<file path="src/rtl/gate_sweep_ctrl.sv">
// Self-test sequencer for a 2-input gate: sweeps {a,b} through 00..11, waits a
// settle window, samples c against EXPECTED and accumulates mismatches.
module gate_sweep_ctrl #(
  parameter int         SETTLE_CYCLES = 2,
  parameter logic [3:0] EXPECTED      = 4'b0111,
  parameter int         PASSES        = 1
) (
  input  logic       clk,
  input  logic       rst_n,
  input  logic       start,
  input  logic       abort,
  input  logic       gate_c,
  output logic       gate_a,
  output logic       gate_b,
  output logic       busy,
  output logic       done,
  output logic       pass,
  output logic [7:0] err_count,
  output logic [3:0] fail_vec
);

  localparam int SET_W  = (SETTLE_CYCLES > 1) ? $clog2(SETTLE_CYCLES) : 1;
  localparam int PASS_W = (PASSES > 1) ? $clog2(PASSES) : 1;
  localparam logic [SET_W-1:0]  SETTLE_LAST = SET_W'(SETTLE_CYCLES - 1);
  localparam logic [PASS_W-1:0] PASS_LAST   = PASS_W'(PASSES - 1);

  typedef enum logic [1:0] {IDLE, DRIVE, SAMPLE, DONE} state_t;

  state_t              state, state_nxt;
  logic [1:0]          vec, vec_nxt;
  logic [SET_W-1:0]    settle, settle_nxt;
  logic [PASS_W-1:0]   pass_cnt, pass_cnt_nxt;
  logic [7:0]          err_nxt;
  logic [3:0]          fail_nxt;
  logic                pass_nxt, busy_nxt, done_nxt, gate_a_nxt, gate_b_nxt;

  function automatic logic [7:0] sat_inc(input logic [7:0] val);
    return (val == 8'hFF) ? val : val + 8'd1;
  endfunction

  always_ff @(posedge clk or negedge rst_n) begin
    if (!rst_n) begin
      state     <= IDLE;
      vec       <= '0;
      settle    <= '0;
      pass_cnt  <= '0;
      err_count <= '0;
      fail_vec  <= '0;
      pass      <= 1'b0;
      busy      <= 1'b0;
      done      <= 1'b0;
      gate_a    <= 1'b0;
      gate_b    <= 1'b0;
    end else begin
      state     <= state_nxt;
      vec       <= vec_nxt;
      settle    <= settle_nxt;
      pass_cnt  <= pass_cnt_nxt;
      err_count <= err_nxt;
      fail_vec  <= fail_nxt;
      pass      <= pass_nxt;
      busy      <= busy_nxt;
      done      <= done_nxt;
      gate_a    <= gate_a_nxt;
      gate_b    <= gate_b_nxt;
    end
  end

  always_comb begin
    state_nxt    = state;
    vec_nxt      = vec;
    settle_nxt   = settle;
    pass_cnt_nxt = pass_cnt;
    err_nxt      = err_count;
    fail_nxt     = fail_vec;
    pass_nxt     = pass;
    case (state)
      IDLE: begin
        if (start && !abort) begin
          state_nxt    = DRIVE;
          vec_nxt      = '0;
          settle_nxt   = '0;
          pass_cnt_nxt = '0;
          err_nxt      = '0;
          fail_nxt     = '0;
          pass_nxt     = 1'b0;
        end
      end
      DRIVE: begin
        if (abort) begin
          state_nxt = IDLE;
          pass_nxt  = 1'b0;
        end else if (settle == SETTLE_LAST) begin
          state_nxt  = SAMPLE;
          settle_nxt = '0;
        end else begin
          settle_nxt = settle + 1'b1;
        end
      end
      SAMPLE: begin
        // An aborted sample leaves the partial results untouched.
        if (abort) begin
          state_nxt = IDLE;
          pass_nxt  = 1'b0;
        end else begin
          if (gate_c != EXPECTED[vec]) begin
            err_nxt       = sat_inc(err_count);
            fail_nxt[vec] = 1'b1;
          end
          if (vec != 2'd3) begin
            vec_nxt   = vec + 2'd1;
            state_nxt = DRIVE;
          end else if (pass_cnt != PASS_LAST) begin
            vec_nxt      = '0;
            pass_cnt_nxt = pass_cnt + 1'b1;
            state_nxt    = DRIVE;
          end else begin
            state_nxt = DONE;
            pass_nxt  = (err_nxt == 8'd0);
          end
        end
      end
      DONE: state_nxt = IDLE;
      default: state_nxt = IDLE;
    endcase
    // Outputs are registered from the next state so they line up with it.
    busy_nxt   = (state_nxt == DRIVE) || (state_nxt == SAMPLE);
    done_nxt   = (state_nxt == DONE);
    gate_a_nxt = busy_nxt & vec_nxt[1];
    gate_b_nxt = busy_nxt & vec_nxt[0];
  end

endmodule

</file>
<file path="config.mk">
export PLATFORM = sky130hd
export DESIGN_NAME = gate_sweep_ctrl
export DESIGN_NICKNAME = d
export VERILOG_FILES = /design/src/rtl/gate_sweep_ctrl.sv
export SDC_FILE = /design/constraint.sdc
export NUM_CORES = 1
export LEC_CHECK = 0
export CAP_MARGIN = 30
export CORE_MARGIN = 10
export CORE_UTILIZATION = 36
export DETAILED_ROUTE_END_ITERATION = 8
export SLEW_MARGIN = 10
export SYNTH_ARGS = -nofsm -noshare
export SYNTH_HDL_FRONTEND = slang
export SYNTH_SLANG_ARGS = --single-unit
export TNS_END_PERCENT = 5
</file>
<file path="constraint.sdc">
create_clock -name clk -period 2.9 [get_ports clk]
set_clock_uncertainty 0.1 [all_clocks]
set_input_delay 0.58 -clock clk [delete_from_list [all_inputs] [get_ports clk]]
set_output_delay 0.58 -clock clk [all_outputs]
set_load 0.03 [all_outputs]
</file>
==> results of run 1 <==
==> sequential cells by signal, indices dropped and copies added, names as in the netlist <==
name	cells
err_count	8
done	1
settle	1
vec	2
busy	1
fail_vec	4
gate_b	1
gate_a	1
pass	1
state	2
==> routing by layer <==
metal  up-vias  global-route usage  share of wire  wire length [microns]
met2        27               0.141           0.43                   1240
met4         0              0.0370          0.020                     56
met1       504               0.131           0.47                   1350
met5         -                   0              0                      0
met3         7              0.0248          0.074                    212
li1        529                   -              -                      -
==> cell usage after synthesis, types with 2 or more instances <==
cell type / instances
sky130_fd_sc_hd__dfrtp_1: 22
sky130_fd_sc_hd__nand2_1: 13
sky130_fd_sc_hd__nor2_1: 11
sky130_fd_sc_hd__o21ai_0: 10
sky130_fd_sc_hd__a21oi_1: 6
sky130_fd_sc_hd__nand3_1: 6
sky130_fd_sc_hd__nor3_1: 5
sky130_fd_sc_hd__o21a_1: 5
sky130_fd_sc_hd__and2_1: 4
sky130_fd_sc_hd__a22o_1: 3
sky130_fd_sc_hd__a31oi_1: 3
sky130_fd_sc_hd__and3_1: 3
sky130_fd_sc_hd__buf_2: 3
sky130_fd_sc_hd__inv_1: 3
sky130_fd_sc_hd__buf_6: 2
sky130_fd_sc_hd__ha_1: 2
sky130_fd_sc_hd__mux2i_1: 2
sky130_fd_sc_hd__nand2b_1: 2
sky130_fd_sc_hd__nand4_1: 2
sky130_fd_sc_hd__o211ai_1: 2
==> per-stage QoR <==
step                      cells  cell area (sq um)   util  power, uW
final                       201               1570  0.463        705
after global routing        201               1570  0.463        741
after CTS                   201               1570  0.463        714
after detailed placement    197               1520  0.448        477
after global placement      197               1520  0.448        475
after floorplan             134               1290      -        434
==> placed cells by master, fill, tap and decap left out, types with 2 or more instances in the layout <==
cell                              netlist  routed
sky130_fd_sc_hd__a21oi_1                6       6
sky130_fd_sc_hd__a22o_1                 3       3
sky130_fd_sc_hd__a31oi_1                3       3
sky130_fd_sc_hd__and2_1                 4       4
sky130_fd_sc_hd__and3_1                 3       3
sky130_fd_sc_hd__buf_4                  0       2
sky130_fd_sc_hd__clkbuf_4               0       3
sky130_fd_sc_hd__clkdlybuf4s50_1        0      21
sky130_fd_sc_hd__dfrtp_1               22      22
sky130_fd_sc_hd__ha_1                   2       2
sky130_fd_sc_hd__inv_1                  3       3
sky130_fd_sc_hd__mux2i_1                2       2
sky130_fd_sc_hd__nand2_1               13      13
sky130_fd_sc_hd__nand2b_1               2       2
sky130_fd_sc_hd__nand3_1                6       6
sky130_fd_sc_hd__nand4_1                2       2
sky130_fd_sc_hd__nor2_1                11      11
sky130_fd_sc_hd__nor3_1                 5       5
sky130_fd_sc_hd__o211ai_1               2       2
sky130_fd_sc_hd__o21a_1                 5       5
sky130_fd_sc_hd__o21ai_0               10      10
==> logic make-up after synthesis <==
logic type                 after synthesis  synth area share
and+or+nand+nor                         58             0.255
adders and majority gates                2            0.0195
AOI/OAI and AO/OA                       38             0.211
xor gates and xnor gates                 2            0.0136
DFF                                     22             0.428
muxes                                    3            0.0243
buffers and inverters                    9            0.0486
==> power groups by stage <==
stage	combinational [uW]	clock, uW	sequential, uW
3_3_place_gp	120	0	355
6_report	119	236	350
2_1_floorplan	67.2	0	367
3_5_place_dp	121	0	356
5_1_grt	133	254	354
4_1_cts	121	242	350
==> cell type report <==
class                   instances  area (sq um)
fillers                       332          1820
inverters                       3          11.3
well taps                      46          57.6
clock inverters                 1          30.0
repair buffers                 23           225
clock buffers                   3          22.5
flip-flops and latches         22           551
multi-input cells             103           673
==> worst paths after layout <==
check	from	end	slack, ps	cells after the start
max reg2reg	err_count[0]	pass	770	6
min reg2reg	fail_vec[3]	fail_vec[3]	400	1
max	err_count[5]	err_count[5]	630	1
min in group asynchronous	rst_n	fail_vec[1]	490	2
max in group asynchronous	rst_n	state[0]	1990	2
min	fail_vec[3]	fail_vec[3]	400	1
==> metrics.md, run 1 <==
| Metric | Value |
|---|---|
| Clock power share | `0.334` |
| Static power due to leakage | `0.000670 uW` |
| Critical path capture point type | `output pin` |
| Ordered list of cells on the worst path | `clkdlybuf4s50_1` |
| Fraction of final layout cells sized beyond drive strength 1 | `0.116` |
| Cell type with the largest total area after synthesis | `sky130_fd_sc_hd__dfrtp_1` |
| Type of the setup path with the least slack | `register to output pin` |
| TritonCTS sink count | `22` |
| Number of inserted diodes | `0` |
| Internal power | `517 uW` |
| Total power density per cell area | `449 nW/um^2` |
| Average cell area after synthesis | `9.60 sq um` |
| Least-Margin Pin Slew | `364 ps` |
| I/O pins | `22` |
| Routed via count | `1067` |
| Distinct cell type count of the synthesized netlist | `45` |
| First-pass GRT wire length | `5.01 mm` |
| Fin Hold WS | `403 ps` |
| Combined area of all synthesized cells | `1290 sq um` |
| Family with the most delay on the worst path | `buffers and inverters` |
| Placeable core region | `3390 sq um` |
| Total of max-cap violations | `0` |
| Count of hold buffers inserted by post-cts repair | `0` |
| Number of nets in the final layout | `163` |
| Clock root buffer | `sky130_fd_sc_hd__clkbuf_4` |
| Max Buffers Root-to-Sink | `2` |
| Number of synthesized flops with an enable pin | `0` |
| Proportion of register bits with asynchronous set or reset after synthesis | `1.00` |
| Number of antenna violations at the first check in global routing | `0` |
| Part of the total power dissipated in combinational logic | `0.169` |
| Sum of buffers and inverters on the critical path | `1` |
| Post-CTS clock slew at the launch and capture registers of the worst setup and hold paths | `120 ps` |
| Hold Fails Final Rpt | `0` |
| CTS tree | `done` |
| Psw | `188 uW` |
| Total of endpoints with negative setup slack in the final report | `0` |
| Violation count after the first detailed-route iteration | `80` |
| Setup TNS after final layout | `0 ps` |
| Yosys warns | `0` |
| Inserted Clock Buffers | `3` |
| Max Clk Rate | `441 MHz` |
| Largest fanout on the critical path | `10` |
| CP peak stage delay | `730 ps` |
| VDD IR max | `0.000210 V` |
| Tmin final | `2270 ps` |
| CP Data Arrival Time | `1590 ps` |
| Wirelength, routed | `2.86 mm` |
| Final RePlAce weighted congestion | `0.820` |
| Number of H-tree branching levels | `1` |
| Reg power frac | `0.496` |
| Number of antenna-violating nets in the routed design | `0` |
| Vertical die dimension | `79.8 microns` |
| Setup repair after global routing missed its margin | `no` |
| Most used DFF post-synth | `sky130_fd_sc_hd__dfrtp_1` |
| Final setup slack of the worst path | `634 ps` |
| Portion of the post-synthesis area used by sequential elements | `0.428` |
| DRC violation count after routing | `0` |
| Final routed wire length divided by cell count | `14.2 microns` |
| Clock latency on the worst-skew pair | `310 ps` |
| Rows | `21` |
| Fraction of post-synthesis cell area in the top cell type by area | `0.428` |
| Required time of the critical path | `2220 ps` |
| PostCTS Resize Cnt | `0` |
| Ranking of synthesized cells by area | `sky130_fd_sc_hd__dfrtp_1, sky130_fd_sc_hd__o21ai_0, sky130_fd_sc_hd__nand2_1` |
| GR Util All Layers | `0.0959` |
| Sum of overflow across all layers after global routing | `0` |
| DR pass1 iterations | `4` |
| Result of the run | `finished, final reports clean` |
| Number of pins with negative max-slew slack in the final report | `0` |
| Die X | `79.8 microns` |
| Die Outline Area | `6360 sq um` |
| Post-route clock period utilization | `0.781` |
| Number of buffers inserted to repair setup after CTS | `0` |
| Number of flip-flops and latches in the synthesized netlist | `22` |
| Placement-stage worst setup slack | `384 ps` |
| Vias in the first global route | `1042` |
| Worst hold path class | `register to register` |
| Slowest CP cell | `sky130_fd_sc_hd__clkdlybuf4s50_1` |
| CP Launch Type | `register` |
| Synth Net Count | `141` |
| Number of standard cells after synthesis | `134` |
| Initial standard-cell utilization of the core | `0.379` |
| Sum of net half-perimeters after detailed placement | `2.19 mm` |
| Pin count of the biggest net entering global routing | `23` |
| Via density | `5.31` |
| Relative slew slack | `0.757` |
| Sw Ratio | `0.267` |
| Number of buffers inserted by port buffering | `21` |
| Area Growth Syn to Fin | `22.1%` |
Power figures use the tool's default switching activity.
==> run 2, diff against run 1 <==
Clock period 2.9 ns to 2.3 ns, I/O delays scaled along.
==> run 2 against run 1 <==
Combinational power up 37%. Power increased by 28%. Worst setup slack got worse by 480 ps. Via count up 4.0%. Die area did not move. Wire length increased by 4.6%. Core utilization up 1.1 points. Sequential power grew 25%. Hold slack worse by 24 ps. Sequential share of layout area decreased by 0.82 points. Global-route usage shrank 0.078 points. Clock-buffer cell count did not move. Critical path type unchanged. Critical endpoint unchanged.
==> metrics.md, run 2 (same netlist as run 1, synthesis figures left out) <==
| Metric | Value |
|---|---|
| Most frequent standard cell in the layout excluding fill and tap cells | `sky130_fd_sc_hd__dfrtp_1 (unchanged)` |
| Die X | `79.8 microns (unchanged)` |
| Clock power share | `0.334 (about the same)` |
| Die Outline Area | `6360 sq um (unchanged)` |
| Max Buffers Root-to-Sink | `2 (unchanged)` |
| Number of antenna-violating nets in the routed design | `0 (unchanged)` |
| Number of inserted diodes | `0 (unchanged)` |
| Max Clk Rate | `466 MHz` |
| Fraction of final layout cells sized beyond drive strength 1 | `0.144 (was 0.116)` |
| Sum of net half-perimeters after detailed placement | `2.27 mm (was 2.19 mm)` |
| Internal power | `658 uW (was 517 uW)` |
| DRC violation count after routing | `0 (unchanged)` |
| Total of max-cap violations | `0 (unchanged)` |
| Slowest CP cell | `sky130_fd_sc_hd__clkdlybuf4s50_1 (unchanged)` |
| CP peak stage delay | `740 ps (was 730 ps)` |
| Total power density per cell area | `561 nW/um^2 (was 449 nW/um^2)` |
| First-pass GRT wire length | `4.94 mm (was 5.01 mm)` |
| Worst hold path class | `primary input to asynchronous set/reset pin (was register to register)` |
| Family with the most delay on the worst path | `buffers and inverters (unchanged)` |
| CP Data Arrival Time | `1590 ps (about the same)` |
| Wirelength, routed | `2.99 mm (was 2.86 mm)` |
| Placeable core region | `3390 sq um (unchanged)` |
| Flip-flop count of the largest register after layout | `8 (unchanged)` |
| Vertical die dimension | `79.8 microns (unchanged)` |
| Final setup slack of the worst path | `155 ps (was 634 ps)` |
| Vias in the first global route | `1049 (was 1042)` |
| Reg power frac | `0.485 (was 0.496)` |
| Inserted Clock Buffers | `3 (unchanged)` |
| Required time of the critical path | `1740 ps (was 2220 ps)` |
| Static power due to leakage | `0.000693 uW (was 0.000670 uW)` |
| Number of antenna violations at the first check in global routing | `0 (unchanged)` |
| VDD IR max | `0.000224 V (was 0.000210 V)` |
| GR Util All Layers | `0.0951 (was 0.0959)` |
| Part of the total power dissipated in combinational logic | `0.181 (was 0.169)` |
| Final routed wire length divided by cell count | `14.5 microns (was 14.2 microns)` |
| Least-Margin Pin Slew | `366 ps (was 364 ps)` |
| Sum of buffers and inverters on the critical path | `1 (unchanged)` |
| PostCTS Resize Cnt | `0 (unchanged)` |
| Pin count of the biggest net entering global routing | `23 (unchanged)` |
| Area Growth Syn to Fin | `25.0% (was 22.1%)` |
| CTS tree | `done (unchanged)` |
| Result of the run | `finished, final reports clean (unchanged)` |
| Placement-stage worst setup slack | `-31.4 ps (was 384 ps)` |
| Number of buffers inserted by port buffering | `21 (unchanged)` |
| Psw | `244 uW (was 188 uW)` |
| Post-route cell area | `1610 sq um (was 1570 sq um)` |
| Most flop-heavy register | `err_count (unchanged)` |
| Relative slew slack | `0.755 (was 0.757)` |
| Clock root buffer | `sky130_fd_sc_hd__clkbuf_4 (unchanged)` |
| Total of endpoints with negative setup slack in the final report | `0 (unchanged)` |
| Initial standard-cell utilization of the core | `0.379 (unchanged)` |
| Clock latency on the worst-skew pair | `320 ps (was 310 ps)` |
| I/O pins | `22 (unchanged)` |
| Routed via count | `1110 (was 1067)` |
| DR pass1 iterations | `4 (unchanged)` |
| Post-detailed-placement cell area | `1560 sq um (was 1520 sq um)` |
| CP Launch Type | `register (unchanged)` |
| Most frequent cells in the layout | `sky130_fd_sc_hd__dfrtp_1, sky130_fd_sc_hd__clkdlybuf4s50_1, sky130_fd_sc_hd__nand2_1 (unchanged)` |
| Largest fanout on the critical path | `10 (unchanged)` |
| Type of the setup path with the least slack | `register to output pin (unchanged)` |
| Sw Ratio | `0.270 (was 0.267)` |
| Via density | `5.39 (was 5.31)` |
| Hold Fails Final Rpt | `0 (unchanged)` |
| Ordered list of cells on the worst path | `clkdlybuf4s50_1 (unchanged)` |
| Number of nets in the final layout | `168 (was 163)` |
| Setup repair after global routing missed its margin | `no (unchanged)` |
| Violation count after the first detailed-route iteration | `36 (was 80)` |
| Count of hold buffers inserted by post-cts repair | `0 (unchanged)` |
| Largest registers | `err_count x8, fail_vec x4 (unchanged)` |
| Post-CTS clock slew at the launch and capture registers of the worst setup and hold paths | `130 ps (was 120 ps)` |
| Sum of overflow across all layers after global routing | `0 (unchanged)` |
| Number of H-tree branching levels | `1 (unchanged)` |
| Number of pins with negative max-slew slack in the final report | `0 (unchanged)` |
| Tmin final | `2150 ps` |
| Post-route clock period utilization | `0.933` |
| Number of buffers inserted to repair setup after CTS | `0 (unchanged)` |
| Post-layout util | `0.474 (was 0.463)` |
| TritonCTS sink count | `22 (unchanged)` |
| Critical path capture point type | `output pin (unchanged)` |
| Rows | `21 (unchanged)` |
| Final RePlAce weighted congestion | `0.826 (was 0.820)` |
-- run 2: per-stage QoR --
| step | std cells | total power, uW | setup TNS [ps] | hold WS (ps) |
|---|---|---|---|---|
| after floorplan | 134 | 547 | 0 | 64.4 |
| after global routing | 206 | 945 | 0 | 412 |
| after CTS | 206 | 914 | 0 | 387 |
| after detailed placement | 202 | 610 | -31.4 | 379 |
| final | 206 | 902 | 0 | 379 |
| after global placement | 202 | 607 | 0 | 374 |
-- run 2: per-layer routing --
metal | global-route usage | vias up | part of all wire
li1 | - | 539 | -
met1 | 0.114 | 545 | 0.47
met2 | 0.159 | 21 | 0.45
met3 | 0.0270 | 5 | 0.071
met4 | 0.0317 | 0 | 0.014
met5 | 0 | - | 0
-- run 2: layout make-up --
| type | instances | area [sq um] |
|---|---|---|
| clock inverter | 1 | 30.0 |
| inverter | 3 | 11.3 |
| sequential | 22 | 551 |
| fill | 347 | 1780 |
| tap | 46 | 57.6 |
| clock buffer | 3 | 22.5 |
| timing repair buffer | 28 | 263 |
| multi-input combinational | 103 | 673 |
-- run 2: final timing paths --
check	from	endpoint	slack (ps)	depth (start not counted)
worst max-delay path	err_count[5]	err_count[5]	150	1
worst min-delay path	rst_n	vec[1]	380	2
worst max register to register	err_count[0]	pass	200	6
worst min register to register	fail_vec[2]	fail_vec[2]	400	1
max in group asynchronous	rst_n	err_count[1]	1490	2
min in group clk	fail_vec[2]	fail_vec[2]	400	1
-- run 2: power groups by stage --
stage | sequential, uW | clock (uW) | combinational [uW]
finish | 437 | 301 | 163
global placement | 444 | 0 | 163
floorplan | 462 | 0 | 84.7
detailed placement | 445 | 0 | 165
CTS | 438 | 310 | 166
global route | 442 | 324 | 179
==> run 3, diff against run 2 <==
Settings changed: HOLD_SLACK_MARGIN set to 0.06.
==> results of run 3 <==
Final layout, timing and power as in run 2 (identical DEF).
